**src/rtl/booth_recoder_if.sv**
```systemverilog
// Booth-digit producer interface: operand handshake in, digit handshake out.
// The "slave" modport is the recoder's view; "master" is the environment's.
interface booth_recoder_if #(
    parameter int WIDTH = 3
);
    localparam int NDIG = (WIDTH + 1) / 2;
    localparam int IDXW = (NDIG > 1) ? $clog2(NDIG) : 1;

    logic             in_valid;
    logic             in_ready;
    logic [WIDTH-1:0] mplr;
    logic             out_valid;
    logic             out_ready;
    logic [2:0]       digit;
    logic [IDXW-1:0]  digit_idx;
    logic             digit_last;
    logic             busy;

    modport slave (
        input  in_valid,
        input  mplr,
        input  out_ready,
        output in_ready,
        output out_valid,
        output digit,
        output digit_idx,
        output digit_last,
        output busy
    );

    modport master (
        output in_valid,
        output mplr,
        output out_ready,
        input  in_ready,
        input  out_valid,
        input  digit,
        input  digit_idx,
        input  digit_last,
        input  busy
    );
endinterface

```
**src/rtl/booth_recoder.sv**
```systemverilog
// Serial radix-4 Booth recoder. Takes one signed multiplier operand and
// emits its Booth digits least-significant first, one per output handshake.
// Digit codes: 000=0, 001=+M, 010=+2M, 011=-2M, 100=-M.
// Optional feature macro: BOOTH_RECODER_ZERO_SKIP_EN -- zero digits other
// than the final one are dropped internally (one cycle each, no out_valid).
module booth_recoder #(
    parameter int WIDTH = 3
) (
    input  logic            clk,
    input  logic            rst,
    booth_recoder_if.slave  bus
);
    localparam int NDIG = (WIDTH + 1) / 2;
    localparam int IDXW = (NDIG > 1) ? $clog2(NDIG) : 1;
    localparam int EXTW = 2 * NDIG;
    localparam int SRW  = EXTW + 1;
    localparam logic [IDXW-1:0] LAST_IDX = IDXW'(NDIG - 1);
    localparam logic FIRST_IS_LAST = (NDIG == 1);

`ifdef BOOTH_RECODER_ZERO_SKIP_EN
    typedef enum logic [1:0] {IDLE, EMIT, SKIP} state_t;
`else
    typedef enum logic [0:0] {IDLE, EMIT} state_t;
`endif

    state_t          state_q, state_d;
    logic [SRW-1:0]  sr_q, sr_d;
    logic [IDXW-1:0] idx_q, idx_d;
    logic [2:0]      digit_q, digit_d;
    logic            last_q, last_d;
    logic            in_ready_q, in_ready_d;
    logic            out_valid_q, out_valid_d;
    logic            busy_q, busy_d;

    logic signed [WIDTH-1:0] mplr_s;
    logic [SRW-1:0]  sr_load;
    logic [SRW-1:0]  sr_adv;
    logic [IDXW-1:0] idx_adv;
    logic [2:0]      digit_load;
    logic [2:0]      digit_adv;
    logic            last_adv;
    logic            accept;

    // Map a Booth triplet {y(2i+1), y(2i), y(2i-1)} to its digit code.
    function automatic logic [2:0] recode(input logic [2:0] t);
        logic [2:0] c;
        case (t)
            3'b000, 3'b111: c = 3'b000;
            3'b001, 3'b010: c = 3'b001;
            3'b011:         c = 3'b010;
            3'b100:         c = 3'b011;
            default:        c = 3'b100;
        endcase
        return c;
    endfunction

    // Load value (sign-extended operand with the implicit y(-1)=0) and the
    // arithmetic shift-by-two used to step to the next digit.
    assign mplr_s     = bus.mplr;
    assign sr_load    = {EXTW'(mplr_s), 1'b0};
    assign sr_adv     = {sr_q[SRW-1], sr_q[SRW-1], sr_q[SRW-1:2]};
    assign idx_adv    = idx_q + IDXW'(1);
    assign digit_load = recode(sr_load[2:0]);
    assign digit_adv  = recode(sr_adv[2:0]);
    assign last_adv   = (idx_adv == LAST_IDX);
    assign accept     = (state_q == IDLE) && bus.in_valid && in_ready_q;

    // Next-state and datapath decode; status outputs are registered from
    // the next state so in_ready stays low until the first edge out of reset.
    always_comb begin
        state_d = state_q;
        sr_d    = sr_q;
        idx_d   = idx_q;
        digit_d = digit_q;
        last_d  = last_q;
        case (state_q)
            IDLE: begin
                if (accept) begin
                    sr_d    = sr_load;
                    idx_d   = '0;
                    digit_d = digit_load;
                    last_d  = FIRST_IS_LAST;
                    state_d = EMIT;
`ifdef BOOTH_RECODER_ZERO_SKIP_EN
                    if (digit_load == 3'b000 && !FIRST_IS_LAST) begin
                        state_d = SKIP;
                    end
`endif
                end
            end
            EMIT: begin
                if (bus.out_ready) begin
                    if (last_q) begin
                        state_d = IDLE;
                        last_d  = 1'b0;
                    end else begin
                        sr_d    = sr_adv;
                        idx_d   = idx_adv;
                        digit_d = digit_adv;
                        last_d  = last_adv;
`ifdef BOOTH_RECODER_ZERO_SKIP_EN
                        if (digit_adv == 3'b000 && !last_adv) begin
                            state_d = SKIP;
                        end
`endif
                    end
                end
            end
`ifdef BOOTH_RECODER_ZERO_SKIP_EN
            SKIP: begin
                // Current digit is a non-final zero: step past it silently.
                sr_d    = sr_adv;
                idx_d   = idx_adv;
                digit_d = digit_adv;
                last_d  = last_adv;
                state_d = (digit_adv == 3'b000 && !last_adv) ? SKIP : EMIT;
            end
`endif
            default: state_d = IDLE;
        endcase
        in_ready_d  = (state_d == IDLE);
        out_valid_d = (state_d == EMIT);
        busy_d      = (state_d != IDLE);
    end

    // State, shift register and registered outputs.
    always_ff @(posedge clk or posedge rst) begin
        if (rst) begin
            state_q     <= IDLE;
            sr_q        <= '0;
            idx_q       <= '0;
            digit_q     <= 3'b000;
            last_q      <= 1'b0;
            in_ready_q  <= 1'b0;
            out_valid_q <= 1'b0;
            busy_q      <= 1'b0;
        end else begin
            state_q     <= state_d;
            sr_q        <= sr_d;
            idx_q       <= idx_d;
            digit_q     <= digit_d;
            last_q      <= last_d;
            in_ready_q  <= in_ready_d;
            out_valid_q <= out_valid_d;
            busy_q      <= busy_d;
        end
    end

    assign bus.in_ready   = in_ready_q;
    assign bus.out_valid  = out_valid_q;
    assign bus.busy       = busy_q;
    assign bus.digit      = digit_q;
    assign bus.digit_idx  = idx_q;
    assign bus.digit_last = last_q;
endmodule
```
**src/flat_wrapper.sv**
```systemverilog
// flat-port wrapper written by rule: the top's interface ports become plain ports
module booth_recoder_flat 
#(
    parameter int WIDTH = 3
)
  (clk, rst, bus_in_valid, bus_mplr, bus_out_ready, bus_in_ready, bus_out_valid, bus_digit, bus_digit_idx, bus_digit_last, bus_busy);
  booth_recoder_if #(.WIDTH(WIDTH)) bus_i ();
  input  logic clk;
  input  logic rst;
  input wire logic [$bits(bus_i.in_valid)-1:0] bus_in_valid;
  input wire logic [$bits(bus_i.mplr)-1:0] bus_mplr;
  input wire logic [$bits(bus_i.out_ready)-1:0] bus_out_ready;
  output wire logic [$bits(bus_i.in_ready)-1:0] bus_in_ready;
  output wire logic [$bits(bus_i.out_valid)-1:0] bus_out_valid;
  output wire logic [$bits(bus_i.digit)-1:0] bus_digit;
  output wire logic [$bits(bus_i.digit_idx)-1:0] bus_digit_idx;
  output wire logic [$bits(bus_i.digit_last)-1:0] bus_digit_last;
  output wire logic [$bits(bus_i.busy)-1:0] bus_busy;
  assign bus_i.in_valid = bus_in_valid;
  assign bus_i.mplr = bus_mplr;
  assign bus_i.out_ready = bus_out_ready;
  assign bus_in_ready = bus_i.in_ready;
  assign bus_out_valid = bus_i.out_valid;
  assign bus_digit = bus_i.digit;
  assign bus_digit_idx = bus_i.digit_idx;
  assign bus_digit_last = bus_i.digit_last;
  assign bus_busy = bus_i.busy;
  booth_recoder #(.WIDTH(WIDTH)) u_core (.clk(clk), .rst(rst), .bus(bus_i));
endmodule
```
**config.mk**
```make
export PLATFORM = sky130hd
export DESIGN_NAME = booth_recoder_flat
export DESIGN_NICKNAME = d
export VERILOG_FILES = /design/src/rtl/booth_recoder_if.sv /design/src/rtl/booth_recoder.sv /design/src/flat_wrapper.sv
export SDC_FILE = /design/constraint.sdc
export NUM_CORES = 1
export LEC_CHECK = 0
export ABC_AREA = 0
export CAP_MARGIN = 15
export CORE_MARGIN = 5
export CORE_UTILIZATION = 40
export CTS_BUF_LIST = sky130_fd_sc_hd__clkbuf_8
export DETAILED_ROUTE_END_ITERATION = 7
export PLACE_DENSITY = 0.67
export REMOVE_ABC_BUFFERS = 1
export SLEW_MARGIN = 5
export SYNTH_ARGS = -nofsm -noshare
export SYNTH_HDL_FRONTEND = slang
export SYNTH_SLANG_ARGS = --single-unit
```
**constraint.sdc**
```tcl
create_clock -name clk -period 1.3 [get_ports clk]
set_input_delay 0.26 -clock clk [delete_from_list [all_inputs] [get_ports clk]]
set_output_delay 0.26 -clock clk [all_outputs]
set_load 0.02 [all_outputs]
```
==> impl_metrics.csv <==
group,metric,value,unit
status,status,"finished, final reports clean",
placed_design,port_buffers,14,
cells_and_area,drive_gt1_share,30.00,%
global_routing,grt_pass1_wl,2290,µm
cts,cts_num_sinks,10,
cts,cts_hold_buf,0,
floorplanning,coreArea,1350,µm²
global_routing,grt_max_degree,13,
critical_path,crit_type,"flop to primary output",
synthesis,netlist_area,590.6,µm²
global_routing,grt_pass1_vias,470,
sta,rsz0062_at_grt,"no",
global_routing,overflow,0,
cells_and_area,final_nets,90,
cts,clock_latency,230,ps
sta,relSlewSlack,74.53,%
critical_path,reg2reg_from,"u_core.state_q",
synthesis,yosysTopAreaCellShare,42.37,%
cells_and_area,num-fill-cells,124,
power_and_ir_drop,powerDensity,2456,nW/µm²
sta,skew,1.889,ps
critical_path,crit_family,"flip-flops",
critical_path,crit_path_end_kind,"primary output",
flow_run,max_cap_viol_count,0,
cts,post-cts-setup-buffers,0,
cells_and_area,area_growth,45.97,%
synthesis,synth_seq_area_share,42.37,%
detailed_routing,routedWlPerCell,13.54,µm
floorplanning,dieHeight,48.43,µm
cts,root_buffer,"clkbuf_8",
cells_and_area,n_antenna_cell,0,
floorplanning,row_count,13,
detailed_routing,drcViolationCount,0,
synthesis,syn_avg_cell_area,10.74,µm²
power_and_ir_drop,net-switching-power,796.2,µW
sta,finalSetupTns,0,ps
synthesis,syn_inst,55,
detailed_routing,wl,1286,µm
placed_design,place_ws,-286.6,ps
synthesis,ys_top_cells_by_area,"dfrtp_1 42%, mux2_4 7.6%, nand3b_4 6.8%",
cells_and_area,final_area,862.1,µm²
critical_path,cp_data_arrival_time,980,ps
power_and_ir_drop,vdd_drop_max,1.686,mV
floorplanning,die_w,48.43,µm
sta,setup_ws,55.82,ps
critical_path,path_max_fanout,5,
floorplanning,start_util,43.74,%
critical_path,cpPeakStageDelay,440,ps
detailed_routing,first_pass_iters,2,
synthesis,synth_seq_cells,10,
cts,cts.path.max_buffers,2,
floorplanning,die-area,2345,µm²
detailed_routing,via_per_inst,5.053,
sta,finalMaxSlewViolations,0,
critical_path,ff2ff_path_depth,4,
synthesis,synth.distinct_cells,24,
synthesis,synth_area_leader_cell,"dfrtp_1",
sta,finalSetupViolCount,0,
sta,timing.final.crit_period,1244,ps
power_and_ir_drop,power_frac_comb,53.1,%
sta,hold_violations,0,
sta,max_freq,803.7,MHz
critical_path,path_buf_inv,1,
cts,h-tree-depth,1,
power_and_ir_drop,leakage,0.4413,nW
min_path,hp-class,"input pin to async pin",
placed_design,post-dp-hpwl,1025,µm
cts,clkTransAtPathRegs,50,ps
cts,tritoncts,"yes",
critical_path,cp-start-kind,"flop",
sta,worstMarginPinSlew,381.6,ps
placed_design,place_congestion,0.7222,
synthesis,yosysWarnings,0,
floorplanning,ios,15,
critical_path,cp_cell_sequence,"clkdlybuf4s15_1",
global_routing,antenna_found_initial,0,
power_and_ir_drop,pwr-share-clk,17.8,%
detailed_routing,drtIter0Drc,5,
detailed_routing,num_vias,480,
power_and_ir_drop,internal_power,1.321,mW
critical_path,crit_slowest_cell,"dfrtp_2",
cells_and_area,fin_util,63.86,%
cts,cts_buffers,3,
power_and_ir_drop,seqPwrFrac,29.1,%
global_routing,grt_usage,12.88,%
critical_path,cp.required,1040,ps
critical_path,r2r-end,"u_core.sr_q[3]",
power_and_ir_drop,finalPower,2.117,mW
detailed_routing,postRouteAntennaNets,0,
power_and_ir_drop,switching_share,37.61,%
placed_design,placed_cell_area,804.5,µm²
sta,fin_crit_sh,95.71,%
critical_path,regToRegSetupSlack,80,ps
==> worst max path at each step <==
stage | start | endpoint | depth (start not counted)
finish | u_core.state_q | bus_out_valid | 1
global placement | bus_mplr[0] | u_core.bus.digit[0] | 6
CTS | u_core.state_q | u_core.sr_q[3] | 4
global route | u_core.state_q | u_core.sr_q[3] | 4
floorplan | u_core.state_q | u_core.bus.digit[2] | 3
detailed placement | bus_mplr[0] | u_core.bus.digit[0] | 6
==> power groups by stage <==
stage / sequential [mW] / combinational [mW] / clock, mW
after global routing: 0.648 / 1.23 / 0.411
final: 0.616 / 1.12 / 0.378
after CTS: 0.613 / 1.13 / 0.390
after floorplan: 0.787 / 0.507 / 0
after global placement: 0.605 / 1.17 / 0
after detailed placement: 0.614 / 1.20 / 0
==> stage by stage <==
stage               hold slack (ps)  cells
floorplan                     100.2     53
global placement              503.1     91
detailed placement            512.3     91
CTS                           320.3     95
global route                  357.4     95
finish                        305.3     95
==> registers in the layout, indices dropped and copies added (netlist names) <==
register / count
u_core.state_q: 1
u_core.bus.digit: 3
u_core.sr_q: 3
u_core.bus.digit_idx: 1
u_core.bus.in_ready: 1
u_core.bus.digit_last: 1
==> synth_stat cells <==
cell type   n
dfrtp_1    10
o21ai_0     6
inv_1       5
nand2_1     5
a21oi_1     3
mux2_4      3
ha_1        2
nand2b_1    2
nand3b_4    2
o221ai_1    2
xnor2_1     2
a31oi_2     1
a32o_1      1
a32o_2      1
and2b_4     1
buf_2       1
buf_4       1
inv_2       1
nand2_4     1
nand3_1     1
nor2_1      1
nor2b_1     1
nor3b_1     1
o22ai_1     1
==> layout by cell type (no fill, tap or decap), drive strengths merged <==
cell type,synthesis,final
a21oi,3,3
a31oi,1,1
a32o,2,2
and2b,1,1
buf,2,9
clkbuf,0,4
clkdlybuf4s15,0,2
clkdlybuf4s50,0,4
dfrtp,10,10
dlygate4sd2,0,7
dlymetal6s2s,0,1
ha,2,2
inv,6,6
mux2,3,3
nand2,6,6
nand2b,2,2
nand3,1,1
nand3b,2,2
nor2,1,1
nor2b,1,1
nor3b,1,1
o21ai,6,6
o221ai,2,2
o22ai,1,1
xnor2,2,2
==> what timing repair did <==
item	in CTS	in global routing
gates cloned	0	0
endpoints found under the setup margin	12	6
endpoints found under the hold margin	0	0
pin swaps	0	0
resized for setup	12	3
==> per-layer routing <==
| metal | routed length [µm] | part of all wire, % | global-route usage [%] |
|---|---|---|---|
| met1 | 571 | 44 | 16.60 |
| met3 | 80 | 6.2 | 8.257 |
| met4 | 11 | 0.86 | 2.765 |
| met2 | 622 | 48 | 17.83 |
| met5 | 0 | 0 | 0 |
==> final cells by class <==
class | count | area, µm² | share of cell area, %
Clock buffer | 4 | 55.05 | 6.386
Inverter | 6 | 22.52 | 2.612
Multi-Input combinational cell | 37 | 305.3 | 35.41
Sequential cell | 10 | 251.5 | 29.17
Tap cell | 15 | 18.77 | 2.177
Timing Repair Buffer | 23 | 209.0 | 24.24
==> kinds of logic (layout without fill, tap and decap cells) <==
group / Yosys count / in the layout / synth area share, %
compound gates: 15 / 15 / 17.37
buf+inv: 8 / 33 / 5.932
flops: 10 / 10 / 42.37
fa+ha+maj: 2 / 2 / 4.237
mux: 3 / 3 / 7.627
xor+xnor: 2 / 2 / 2.967
simple gates: 15 / 15 / 19.49
Power figures use the tool's default switching activity.
